**config.mk**
```make
export PLATFORM = sky130hd
export DESIGN_NAME = mem_arbiter
export DESIGN_NICKNAME = d
export VERILOG_FILES = /design/src/rtl/mem_arb_pkg.sv /design/src/rtl/mem_arb_starve_cnt.sv /design/src/rtl/mem_arbiter.sv
export SDC_FILE = /design/constraint.sdc
export NUM_CORES = 1
export LEC_CHECK = 0
export CAP_MARGIN = 20
export CELL_PAD_IN_SITES_DETAIL_PLACEMENT = 1
export CELL_PAD_IN_SITES_GLOBAL_PLACEMENT = 2
export CORE_ASPECT_RATIO = 0.9
export CORE_MARGIN = 1.5
export CORE_UTILIZATION = 18
export CTS_CLUSTER_DIAMETER = 120
export CTS_CLUSTER_SIZE = 24
export DETAILED_ROUTE_END_ITERATION = 10
export PLACE_DENSITY = 0.94
export SYNTH_ARGS = -nofsm -noshare
export SYNTH_HDL_FRONTEND = slang
export SYNTH_SLANG_ARGS = --single-unit
```
**constraint.sdc**
```tcl
create_clock -name clk -period 2.24 [get_ports clk]
set_clock_uncertainty 0.05 [all_clocks]
set_input_delay 0.448 -clock clk [delete_from_list [all_inputs] [get_ports clk]]
set_output_delay 0.448 -clock clk [all_outputs]
set_load 0.005 [all_outputs]
```
**src/rtl/mem_arb_pkg.sv**
```systemverilog
// Shared types and constants for the IF/DM single-port SRAM arbiter.
// Optional statistics counters are enabled by defining MEM_ARB_STATS_EN.
package mem_arb_pkg;

    localparam int unsigned ADDR_W         = 14;
    localparam int unsigned DATA_W         = 32;
    localparam int unsigned CNT_W          = 3;
    localparam int unsigned STARVE_MAX_DEF = 4;

    // SRAM command values meaning "no access"
    localparam logic              WEB_OFF  = 1'b1;
    localparam logic [DATA_W-1:0] BWEB_OFF = '1;

    typedef enum logic [1:0] {
        IDLE  = 2'd0,
        IF_RD = 2'd1,
        DM_RD = 2'd2
    } arb_state_t;

    function automatic logic [31:0] sat_inc32(input logic [31:0] v);
        return (v == '1) ? v : v + 32'd1;
    endfunction

endpackage

```
**src/rtl/mem_arb_starve_cnt.sv**
```systemverilog
// Counts consecutive cycles in which an IF request was denied and flags
// when that count reaches the configured starvation threshold.
module mem_arb_starve_cnt
    import mem_arb_pkg::*;
#(
    parameter int unsigned STARVE_MAX = STARVE_MAX_DEF
) (
    input  logic clk,
    input  logic rst,
    input  logic i_if_req,
    input  logic i_if_gnt,
    output logic o_starved
);

    localparam logic [CNT_W-1:0] MAX_CNT = CNT_W'(STARVE_MAX);

    logic [CNT_W-1:0] r_cnt;

    always_ff @(posedge clk) begin
        if (rst) begin
            r_cnt <= '0;
        end else if (!i_if_req || i_if_gnt) begin
            r_cnt <= '0;
        end else if (r_cnt != '1) begin
            r_cnt <= r_cnt + CNT_W'(1);
        end
    end

    assign o_starved = (r_cnt == MAX_CNT);

endmodule

```
**src/rtl/mem_arbiter.sv**
```systemverilog
// Arbitrates instruction-fetch and data-memory requests onto one SRAM port.
// Define MEM_ARB_STATS_EN to add the stat_conflict / stat_if_starve counters.
module mem_arbiter
    import mem_arb_pkg::*;
#(
    parameter int unsigned STARVE_MAX = STARVE_MAX_DEF
) (
    input  logic              clk,
    input  logic              rst,
    input  logic              if_req,
    input  logic [ADDR_W-1:0] if_addr,
    output logic              if_gnt,
    output logic              if_rvalid,
    output logic [DATA_W-1:0] if_rdata,
    input  logic              dm_req,
    input  logic              dm_web,
    input  logic [DATA_W-1:0] dm_bweb,
    input  logic [ADDR_W-1:0] dm_addr,
    input  logic [DATA_W-1:0] dm_wdata,
    output logic              dm_gnt,
    output logic              dm_rvalid,
    output logic [DATA_W-1:0] dm_rdata,
    output logic              sram_web,
    output logic [DATA_W-1:0] sram_bweb,
    output logic [ADDR_W-1:0] sram_a,
    output logic [DATA_W-1:0] sram_di,
    input  logic [DATA_W-1:0] sram_do,
    output logic              stall_if,
    output logic              stall_mem
`ifdef MEM_ARB_STATS_EN
    ,
    output logic [31:0]       stat_conflict,
    output logic [31:0]       stat_if_starve
`endif
);

    logic              w_starved;
    logic              w_if_gnt;
    logic              w_dm_gnt;
    logic [ADDR_W-1:0] r_a_hold;
    logic [DATA_W-1:0] r_di_hold;
    arb_state_t        r_state;

    mem_arb_starve_cnt #(
        .STARVE_MAX (STARVE_MAX)
    ) u_starve (
        .clk       (clk),
        .rst       (rst),
        .i_if_req  (if_req),
        .i_if_gnt  (w_if_gnt),
        .o_starved (w_starved)
    );

    // DM has priority unless IF has been starved for STARVE_MAX cycles
    assign w_if_gnt = !rst && if_req && (!dm_req || w_starved);
    assign w_dm_gnt = !rst && dm_req && !w_if_gnt;

    assign if_gnt    = w_if_gnt;
    assign dm_gnt    = w_dm_gnt;
    assign stall_if  = !rst && if_req && !w_if_gnt;
    assign stall_mem = !rst && dm_req && !w_dm_gnt;

    always_comb begin
        sram_web  = WEB_OFF;
        sram_bweb = BWEB_OFF;
        sram_a    = r_a_hold;
        sram_di   = r_di_hold;
        if (rst) begin
            sram_a  = '0;
            sram_di = '0;
        end else if (w_if_gnt) begin
            sram_a = if_addr;
        end else if (w_dm_gnt) begin
            sram_a   = dm_addr;
            sram_di  = dm_wdata;
            sram_web = dm_web;
            if (!dm_web) begin
                sram_bweb = dm_bweb;
            end
        end
    end

    // Address/data hold registers simply follow the driven command
    always_ff @(posedge clk) begin
        if (rst) begin
            r_a_hold  <= '0;
            r_di_hold <= '0;
        end else begin
            r_a_hold  <= sram_a;
            r_di_hold <= sram_di;
        end
    end

    always_ff @(posedge clk) begin
        if (rst) begin
            r_state <= IDLE;
        end else if (w_if_gnt) begin
            r_state <= IF_RD;
        end else if (w_dm_gnt && dm_web) begin
            r_state <= DM_RD;
        end else begin
            r_state <= IDLE;
        end
    end

    // rst gates the return path so a read granted just before reset is dropped
    assign if_rvalid = !rst && (r_state == IF_RD);
    assign dm_rvalid = !rst && (r_state == DM_RD);
    assign if_rdata  = if_rvalid ? sram_do : '0;
    assign dm_rdata  = dm_rvalid ? sram_do : '0;

`ifdef MEM_ARB_STATS_EN
    logic [31:0] r_stat_conflict;
    logic [31:0] r_stat_if_starve;

    always_ff @(posedge clk) begin
        if (rst) begin
            r_stat_conflict  <= '0;
            r_stat_if_starve <= '0;
        end else begin
            if (if_req && dm_req) begin
                r_stat_conflict <= sat_inc32(r_stat_conflict);
            end
            if (w_if_gnt && dm_req) begin
                r_stat_if_starve <= sat_inc32(r_stat_if_starve);
            end
        end
    end

    assign stat_conflict  = r_stat_conflict;
    assign stat_if_starve = r_stat_if_starve;
`endif

endmodule

```
## After elaboration in Yosys (flattened, before gate mapping)

Cells that the tools add are included.

- Add/sub/neg operators: 1
- Equality and inequality tests: 4
- Multiplexer cells: 17
- Reductions and logical operators: 18

Operators with widths:

| operator | count |
|---|---|
| $mux 32 | 9 |
| $mux 14 | 3 |
| $logic_and 1x1->1 | 9 |
| $logic_not 1->1 | 5 |
| $mux 1 | 4 |
| $reduce_or 2->1 | 2 |
| $add 3x1->3 const B | 1 |
| $eq 3x3->1 const B | 1 |
| $ne 3x3->1 const B | 1 |
| $eq 2x1->1 const B | 1 |
| $eq 2x2->1 const B | 1 |
| $logic_or 1x1->1 | 2 |
| $mux 2 | 1 |

- Bits in registers: 51
- Input bits: 129
- Output and inout port bits: 149
- Logic and storage cells: 45

## Longest topological paths before layout

Gate-level depths: netlist of run 1.

- Word-level depth: 8
- Depth in mapped cells: 7
- Gate-level depth less buffers: 5

## By module

From an unflattened synthesis of run 1, not the netlist that was laid out.

- Cell total of the unflattened synthesis: 339
- Area, all modules: 3330.7 µm²

By module, submodules not included:

| module | times used | cells an instance | area each (µm²) | seq. area each (µm²) |
|---|---|---|---|---|
| mem_arbiter | 1 | 323 | 3168.0 | 960.9 |
| mem_arb_starve_cnt | 1 | 16 | 162.7 | 60.1 |

## Worst setup path before layout of run 1

Ideal clock, no wire load.

- Path type: input-to-output
- From: input rst
- To: output sram_di[0]
- Data arrival time: 1427 ps
- Required time: 1742 ps
- Setup slack: 315 ps
- Stages on the path: 6
- Buffers on the path: 3
- Cell sequence: buf_2 > nor2b_4 > nand2_1 > buf_6 > buf_6 > mux2_4

- Longest elaborated chain between the ends: 8
- Elaborated cells on any way between the ends: 9
- Classes of those cells: 3 x mux; 6 x reduce/logical

Ends and longest elaborated chain:

| what | line | source |
|---|---|---|
| start: declaration | mem_arbiter.sv:9 | `input logic rst,` |
| $logic_not 1->1 | mem_arbiter.sv:55, mem_arbiter.sv:56 |  |
| $logic_and 1x1->1 (2 in a row) | mem_arbiter.sv:55 | `assign w_if_gnt = !rst && if_req && (!dm_req \|\| w_starved);` |
| $logic_not 1->1 | mem_arbiter.sv:56 | `assign w_dm_gnt = !rst && dm_req && !w_if_gnt;` |
| $logic_and 1x1->1 | mem_arbiter.sv:56 |  |
| $mux 32 | mem_arbiter.sv:73 | `end else if (w_dm_gnt) begin` |
| $mux 32 | mem_arbiter.sv:71 | `end else if (w_if_gnt) begin` |
| $mux 32 * | mem_arbiter.sv:68 | `if (rst) begin` |
| end: declaration | mem_arbiter.sv:26 | `output logic [DATA_W-1:0] sram_di,` |

Every way passes the cells marked *; elsewhere a longest branch is shown, timed or not.

## Worst setup path after layout of run 1

- From: register u_starve.r_cnt[0]
- To: output sram_di[4]

- Longest elaborated chain between the ends: 8

Ends and longest elaborated chain:

| what | line | source |
|---|---|---|
| start: declaration | mem_arb_starve_cnt.sv:17 | `logic [CNT_W-1:0] r_cnt;` |
| start signal: assignment | mem_arb_starve_cnt.sv:25 | `r_cnt <= r_cnt + CNT_W'(1);` |
| $eq 3x3->1 * | mem_arb_starve_cnt.sv:29 | `assign o_starved = (r_cnt == MAX_CNT);` |
| $logic_or 1x1->1 * | mem_arbiter.sv:55 |  |
| $logic_and 1x1->1 * | mem_arbiter.sv:55 |  |
| $logic_not 1->1 | mem_arbiter.sv:56 |  |
| $logic_and 1x1->1 | mem_arbiter.sv:56 |  |
| $mux 32 | mem_arbiter.sv:73 |  |
| $mux 32 * | mem_arbiter.sv:71 |  |
| $mux 32 * | mem_arbiter.sv:68 |  |

Marks and branches as above.

==> qor.log, run 1 <==
[clock_network] buffers from clock root to sink, at most 2
[setup_path] count of buffer and inverter cells on the critical path 6
[drt] number of iterations in the first detailed-routing pass 3
[layout] final net count 850
[die] die span in y 134.6 um
[timing] Max Fclk 0.4088 GHz
[setup_path] biggest fanout along the worst timing path 5
[clock_network] CTS tree built
[setup_path] CP dominant cell by count sky130_fd_sc_hd__buf_12
[setup_path] R2R Path Start u_starve.r_cnt[0]
[global_route] global-route wire length before repair 23020 um
[global_route] pin count of the biggest net entering global routing 23
[logic_synthesis] number of instances in the synthesized netlist 340
[drt] WL final 16140 um
[job] number of maximum-capacitance constraint violations 0
[global_route] Overall Global Routing Usage 14.86%
[setup_path] launch point of the critical path u_starve.r_cnt[0]
[timing] transition time of the tightest slew-check pin 351.2 ps
[logic_synthesis] Mapped Area 3466 um^2
[layout] fraction of layout cells with a size suffix above 1 48.26%
[timing] final worst-path setup slack -206.3 ps
[die] die outline area 20100 um^2
[timing] clock period minus final worst setup slack 2446 ps
[placed_design] HPWL after detailed placement 10310 um
[timing] total count of max-transition violations in the final report 0
[clock_network] cts bufs inserted 5
[clock_network] root buffer cell sky130_fd_sc_hd__clkbuf_16
[logic_synthesis] synthesized netlist net count 472
[layout] post-route cell area 8260 um^2
[setup_path] Critical Path, Cell by Cell inv_2, ha_4, nand3_4, buf_12, nand2_8, buf_12, buf_12, buf_8, mux2_4, buf_6
[drt] via-per-instance ratio 4.161
[drt] Routed wire per std cell 16.74 um
[drt] total DRC errors in the routed layout 0
[min_path] Hold/Removal Path Class flip-flop to flip-flop
[layout] Ant. Diodes 0
[placed_design] Port Buffer Count 277
[logic_synthesis] YS warnings 0
[global_route] residual overflow from global routing 0
[setup_path] slowest cell delay on critical path 330 ps
[clock_network] number of clock sinks 51
[power_and_ir_drop] static leakage power 0.003977 uW
[power_and_ir_drop] Power per Cell Area 366.0 nW/um^2
[logic_synthesis] Seq/Total Area, Yosys 29.46%
[global_route] via count of the first global-routing pass 4165
[status] outcome complete, but fails checks
[drt] Antenna Violating Nets Remaining 0
[placed_design] cell area after placement 6748 um^2
[clock_network] clock edge transition at the registers on the reported setup and hold paths 70 ps
[timing] Hold Violations, Final 0
[timing] ratio of final minimum period to clock period 109.2%
[layout] footprint of the multi-input gates 2539 um^2
[timing] final-report setup violation count 72
[logic_synthesis] number of flip-flops and latches in the synthesized netlist 51
[setup_path] Worst Setup Start Kind flip-flop
[setup_path] slowest stage cell on the critical path sky130_fd_sc_hd__dfxtp_2
[die] width of the chip 149.3 um
[die] floorplan row count 47
[placed_design] final RePlAce weighted congestion 0.7037
[setup_path] Setup crit end kind output pin
[clock_network] number of levels in the clock H-tree 2
[setup_path] kind of critical path flip-flop to output pin
[die] Core ar. 18640 um^2
[min_path] Hold Crit Start r_a_hold[11]
[drt] vias after detailed routing 4011
[placed_design] worst slack at placement -580.3 ps
[layout] fillcell total 2026
[timing] unrepaired setup endpoints after global routing true
[setup_path] required time at the worst-slack endpoint 1740 ps
[die] initial cell density of the core 18.59%
[setup_path] data arrival time of the critical path 1950 ps
[logic_synthesis] Synth cell types 24
[layout] sequential cell area 1028 um^2
[setup_path] family of cells with the greatest summed delay on the critical path buffers and inverters
[drt] number of DRC violations after detailed-routing iteration 0 42
[timing] worst slew margin relative to its limit 75.92%
[logic_synthesis] Post-Syn Area per Cell 10.19 um^2
[layout] area growth from synthesis to final layout 138.3%
[clock_network] latest clock arrival within the worst-skew pair 300 ps
[global_route] initial antenna violation count 0
[power_and_ir_drop] highest ir drop seen on vdd 0.0003007 V
[die] # IOs 278
[status] violations in the final reports negative setup slack
## metal layers
metal / share of wire [%] / wire (um) / vias to the layer above / track usage, %
met2: 54 / 8654 / 166 / 28.37
met3: 6.9 / 1115 / 17 / 3.851
met4: 1.7 / 276 / 0 / 3.905
li1: - / - / 1915 / -
met1: 38 / 6091 / 1913 / 16.10
met5: 0 / 0 / - / 0
## metrics by stage
stage          util, %  cells  hold WS (ps)  power (uW)  TNS, ps
3_5_place_dp     36.20    868         461.2        1891   -73830
6_report         44.31    964         476.3        3023    -6888
4_1_cts          41.61    946         477.1        2978   -11760
2_1_floorplan        -    340         436.9        1343        0
3_3_place_gp     36.20    868         452.9        1877   -69460
5_1_grt          44.31    964         509.7        3171   -12690
## power breakdown
group          leakage [uW]  internal [uW]  switching (uW)  total, uW
clock network     0.0000868            556             356        912
registers          0.000424            975            17.4        992
logic               0.00347            754             365       1120
## synthesized netlist by cell type
master,instances,area [um^2]
sky130_fd_sc_hd__and2_1,65,406.6
sky130_fd_sc_hd__dfxtp_1,51,1021
sky130_fd_sc_hd__mux2_4,49,735.7
sky130_fd_sc_hd__nor2b_1,32,200.2
sky130_fd_sc_hd__or2_2,32,200.2
sky130_fd_sc_hd__o2bb2ai_1,28,245.2
sky130_fd_sc_hd__mux2i_1,16,160.2
sky130_fd_sc_hd__mux2_2,15,168.9
sky130_fd_sc_hd__buf_2,10,50.05
sky130_fd_sc_hd__clkbuf_1,10,37.54
sky130_fd_sc_hd__buf_6,7,78.83
sky130_fd_sc_hd__inv_1,4,15.01
sky130_fd_sc_hd__nor2_1,4,15.01
sky130_fd_sc_hd__ha_1,3,37.54
sky130_fd_sc_hd__a21oi_1,2,10.01
sky130_fd_sc_hd__nand2_1,2,7.510
sky130_fd_sc_hd__nand3_1,2,10.01
sky130_fd_sc_hd__nor3b_1,2,15.01
sky130_fd_sc_hd__a21oi_2,1,8.760
sky130_fd_sc_hd__and3_1,1,6.260
sky130_fd_sc_hd__nand2b_1,1,6.260
sky130_fd_sc_hd__nand3b_1,1,7.510
sky130_fd_sc_hd__nor2b_4,1,13.76
sky130_fd_sc_hd__xor2_1,1,8.760
## cell usage in the layout (no fill, tap or decap), types with 15 or more instances in the layout
cell type,n
sky130_fd_sc_hd__o2bb2ai_1,16
sky130_fd_sc_hd__dlygate4sd2_1,51
sky130_fd_sc_hd__buf_4,55
sky130_fd_sc_hd__clkdlybuf4s50_1,126
sky130_fd_sc_hd__or2_4,32
sky130_fd_sc_hd__buf_6,93
sky130_fd_sc_hd__mux2_2,15
sky130_fd_sc_hd__buf_12,19
sky130_fd_sc_hd__dfxtp_1,47
sky130_fd_sc_hd__mux2_4,49
sky130_fd_sc_hd__and2_1,64
sky130_fd_sc_hd__mux2i_1,16
sky130_fd_sc_hd__nor2b_1,32
## registers in the layout, indices dropped and copies added (netlist names)
name / count
u_starve.r_cnt: 3
r_state: 2
r_di_hold: 32
r_a_hold: 14
## logic make-up (layout without fill, tap and decap cells)
logic type	Yosys count	after routing	synth area share [%]
AO/OA/AOI/OAI	31	31	7.618
XOR/XNOR	1	1	0.2528
adder cells (fa/ha/maj)	3	3	1.083
buffers and inverters	31	410	5.235
flip-flops	51	51	29.46
multiplexers	80	80	30.72
AND/OR/NAND/NOR	143	143	25.63
## what timing repair did
action | in CTS | in global routing
pin swaps | 6 | 8
setup endpoints to repair | 149 | 92
setup buffers | 58 | 23
gates cloned | 12 | 2
gates resized for setup | 476 | 130
hold buffers | 0 | 0
hold endpoints to repair | 0 | 0
## worst reg2reg max path: cells and delay by family (launching register included)
| kind | cells | cell delay, ps |
|---|---|---|
| buf+inv | 8 | 930 |
| fa+ha+maj | 1 | 170 |
| simple gates | 2 | 150 |
| flops | 1 | 340 |
| mux | 1 | 290 |
## final cells by class
| class | count | share of cell area (%) |
|---|---|---|
| Sequential cell | 51 | 12.45 |
| Clock buffer | 6 | 1.681 |
| Clock inverter | 2 | 0.4241 |
| Multi-Input combinational cell | 258 | 30.73 |
| Inverter | 4 | 0.1818 |
| Tap cell | 245 | 3.711 |
| Timing Repair Buffer | 398 | 50.82 |
## path summary, 6_finish.rpt
check	to	slack, ps	depth (start not counted)
setup / recovery	sram_di[4]	-210	10
hold / removal	r_a_hold[11]	480	2
setup reg to reg	r_di_hold[31]	200	12
hold reg to reg	r_a_hold[11]	480	2
Power figures use the tool's default switching activity.
==> run 2, diff against run 1 <==
HOLD_SLACK_MARGIN = 0.06   (was unset)
==> results of run 2 <==
The final DEF is identical to that of run 1; final timing and power are the same.
==> run 3, diff against run 2 <==
CORE_MARGIN = 4   (was 1.5)
GPL_TIMING_DRIVEN = 1   (was unset)
==> qor.log, run 3 (synthesized netlist as in run 1, its figures left out) <==
[setup_path] critical path capture point sram_di[29]
[timing] Hold Violations, Final 0 [unchanged]
[timing] Max Fclk 0.4289 GHz [+4.9%]
[timing] clock period minus final worst setup slack 2331 ps [-114.9 ps]
[placed_design] DP Cell Count 863 [-0.58%]
[drt] Antenna Violating Nets Remaining 0 [unchanged]
[placed_design] Port Buffer Count 277 [unchanged]
[job] number of maximum-capacitance constraint violations 0 [unchanged]
[placed_design] final RePlAce weighted congestion 0.7559 [+7.4%]
[global_route] Most Crowded Layer GR met2
[setup_path] biggest fanout along the worst timing path 6 [+1]
[status] outcome complete, but fails checks
[min_path] Hold/Removal Path Class input pin to flip-flop
[power_and_ir_drop] highest ir drop seen on vdd 0.0004145 V [+38%]
[power_and_ir_drop] Power per Cell Area 371.8 nW/um^2 [+1.6%]
[drt] WL final 16210 um [+0.43%]
[layout] largest reg by FF count r_di_hold
[global_route] pin count of the biggest net entering global routing 33 [+43%]
[timing] worst slew margin relative to its limit 83.36% [+7.4 points]
[setup_path] Setup crit end kind output pin
[drt] via-per-instance ratio 4.116 [-1.1%]
[layout] footprint of the multi-input gates 2510 um^2 [-1.1%]
[clock_network] latest clock arrival within the worst-skew pair 290 ps [about the same]
[die] die span in y 139.6 um [+3.7%]
[clock_network] buffers from clock root to sink, at most 2 [unchanged]
[power_and_ir_drop] Int Pwr 2215 uW [-3.1%]
[power_and_ir_drop] part of the power in combinational logic 36.2% [-0.8 points]
[layout] number of standard cells in the final layout excluding fillers 935 [-3.0%]
[global_route] global-route wire length before repair 23880 um [+3.7%]
[timing] unrepaired setup endpoints after global routing true
[timing] final-report setup violation count 37 [-49%]
[die] floorplan row count 47 [unchanged]
[global_route] Overall Global Routing Usage 13.89% [-0.98 points]
[setup_path] launch point of the critical path u_starve.r_cnt[0]
[drt] number of DRC violations after detailed-routing iteration 0 76 [+81%]
[power_and_ir_drop] static leakage power 0.003813 uW [-4.1%]
[global_route] M1 GR Usage 14.83% [-1.3 points]
[global_route] GRT met3 Usage 4.905% [+1.1 points]
[clock_network] cts bufs inserted 5 [unchanged]
[clock_network] CTS tree built
[clock_network] number of levels in the clock H-tree 2 [unchanged]
[setup_path] Worst Setup Start Kind flip-flop
[clock_network] number of clock sinks 51 [unchanged]
[power_and_ir_drop] Switch Pwr 717.9 uW [-2.8%]
[power_and_ir_drop] Power, Total 2932 uW [-3.0%]
[status] violations in the final reports negative setup slack
[setup_path] required time at the worst-slack endpoint 1740 ps [about the same]
[layout] flip-flop count of the largest register after layout 32 [unchanged]
[setup_path] worst flop-to-flop path endpoint r_di_hold[10]
[die] width of the chip 154.3 um [+3.3%]
[layout] sequential cell area 1028 um^2 [unchanged]
[die] Core ar. 18640 um^2 [unchanged]
[timing] total count of max-transition violations in the final report 0 [unchanged]
[timing] ratio of final minimum period to clock period 104.1% [-5.1 points]
[setup_path] FF-to-FF setup slack 450 ps [+250 ps]
[placed_design] HPWL after detailed placement 10850 um [+5.2%]
[layout] fraction of layout cells with a size suffix above 1 49.64% [+1.4 points]
[global_route] met2 Use GR 26.24% [-2.1 points]
[drt] total DRC errors in the routed layout 0 [unchanged]
[clock_network] clock edge transition at the registers on the reported setup and hold paths 70 ps [about the same]
[power_and_ir_drop] sequential group share of total power 33.8% [+1.0 points]
[timing] final worst-path setup slack -91.44 ps [+114.9 ps]
[global_route] initial antenna violation count 2 [+2]
[power_and_ir_drop] clock group share of total power 30.0% [-0.2 points]
[setup_path] R2R Path Start u_starve.r_cnt[0]
[setup_path] data arrival time of the critical path 1830 ps [-120 ps]
[global_route] residual overflow from global routing 0 [unchanged]
[timing] setup total negative slack -1965 ps [+4923 ps]
[clock_network] root buffer cell sky130_fd_sc_hd__clkbuf_16
[die] # IOs 278 [unchanged]
[drt] vias after detailed routing 3848 [-4.1%]
[layout] fillcell total 2081 [+2.7%]
[die] initial cell density of the core 18.59% [unchanged]
[timing] transition time of the tightest slew-check pin 242.7 ps [-108.5 ps]
[layout] most common cell after layout, fill and taps aside sky130_fd_sc_hd__clkdlybuf4s50_1
[layout] area growth from synthesis to final layout 127.5%
[layout] post-layout util 42.30% [-2.0 points]
[layout] Top Registers r_di_hold x32, r_a_hold x14, u_starve.r_cnt x3
[die] die outline area 21540 um^2 [+7.2%]
[power_and_ir_drop] switching share of power 24.48% [+0.052 points]
[drt] Routed wire per std cell 17.33 um [+3.5%]
[drt] number of iterations in the first detailed-routing pass 4 [+1]
[setup_path] R2R cell count 8 [-4]
[setup_path] kind of critical path flip-flop to output pin
[layout] final net count 821 [-3.4%]
[clock_network] total of hold buffers inserted after clock tree synthesis 0 [unchanged]
[layout] commonest non-fill, non-tap cells in the layout 126 x sky130_fd_sc_hd__clkdlybuf4s50_1, 93 x sky130_fd_sc_hd__buf_6, 57 x sky130_fd_sc_hd__and2_1, 49 x sky130_fd_sc_hd__mux2_4, 47 x sky130_fd_sc_hd__dfxtp_1
[global_route] via count of the first global-routing pass 4250 [+2.0%]
## run 3: worst min path at each step
stage,from,depth (start not counted),endpoint
3_5_place_dp,r_a_hold[5],2,r_a_hold[5]
6_report,dm_req,3,r_state[0]
4_1_cts,dm_req,3,r_state[0]
3_3_place_gp,r_a_hold[3],2,r_a_hold[3]
2_1_floorplan,r_a_hold[0],2,r_a_hold[0]
5_1_grt,dm_req,3,r_state[0]
## run 3: power by group through the flow
| stage | Clock (uW) | Sequential (uW) | Combinational (uW) |
|---|---|---|---|
| floorplan | 0 | 1010 | 338 |
| global placement | 0 | 1010 | 866 |
| detailed placement | 0 | 1010 | 880 |
| CTS | 917 | 991 | 1040 |
| global route | 955 | 998 | 1140 |
| finish | 879 | 991 | 1060 |
## run 3: through the flow
stage               worst slack, ps  hold WS (ps)  instance area (um^2)
floorplan                     314.9         436.9                  3466
global placement             -617.4         453.1                  6723
detailed placement           -636.5         469.2                  6723
CTS                          -201.3         437.1                  7715
global route                 -167.8         435.5                  7886
finish                       -91.44         443.0                  7886
## run 3: what timing repair did
item / CTS / global route
pin swaps: 6 / 9
gates cloned: 12 / 3
hold endpoints to repair: 0 / 0
gates resized for setup: 497 / 158
setup buffers: 50 / 6
endpoints found under the setup margin: 149 / 109
## run 3: final cells by class
| type | count | area share [%] |
|---|---|---|
| clock buffers | 6 | 1.634 |
| repair buffers | 369 | 49.01 |
| flip-flops and latches | 51 | 13.04 |
| well taps | 245 | 3.887 |
| clock inverters | 1 | 0.3808 |
| inverters | 4 | 0.1904 |
| diodes | 1 | 0.03173 |
| multi-input cells | 258 | 31.83 |
## run 3: per-layer routing
metal,up-vias,wire (um)
li1,1848,-
met1,1825,6196
met2,158,8513
met3,15,1328
met4,2,154
met5,-,13
## run 3: worst max-delay path, stage by stage (launching register included)
cell and delay [ps]:
sky130_fd_sc_hd__dfxtp_2 340, sky130_fd_sc_hd__inv_2 40, sky130_fd_sc_hd__ha_4 170, sky130_fd_sc_hd__nand3_4 110, sky130_fd_sc_hd__nand2_8 100, sky130_fd_sc_hd__buf_12 150, sky130_fd_sc_hd__buf_6 110, sky130_fd_sc_hd__buf_6 100
sky130_fd_sc_hd__mux2_4 290, sky130_fd_sc_hd__buf_6 110
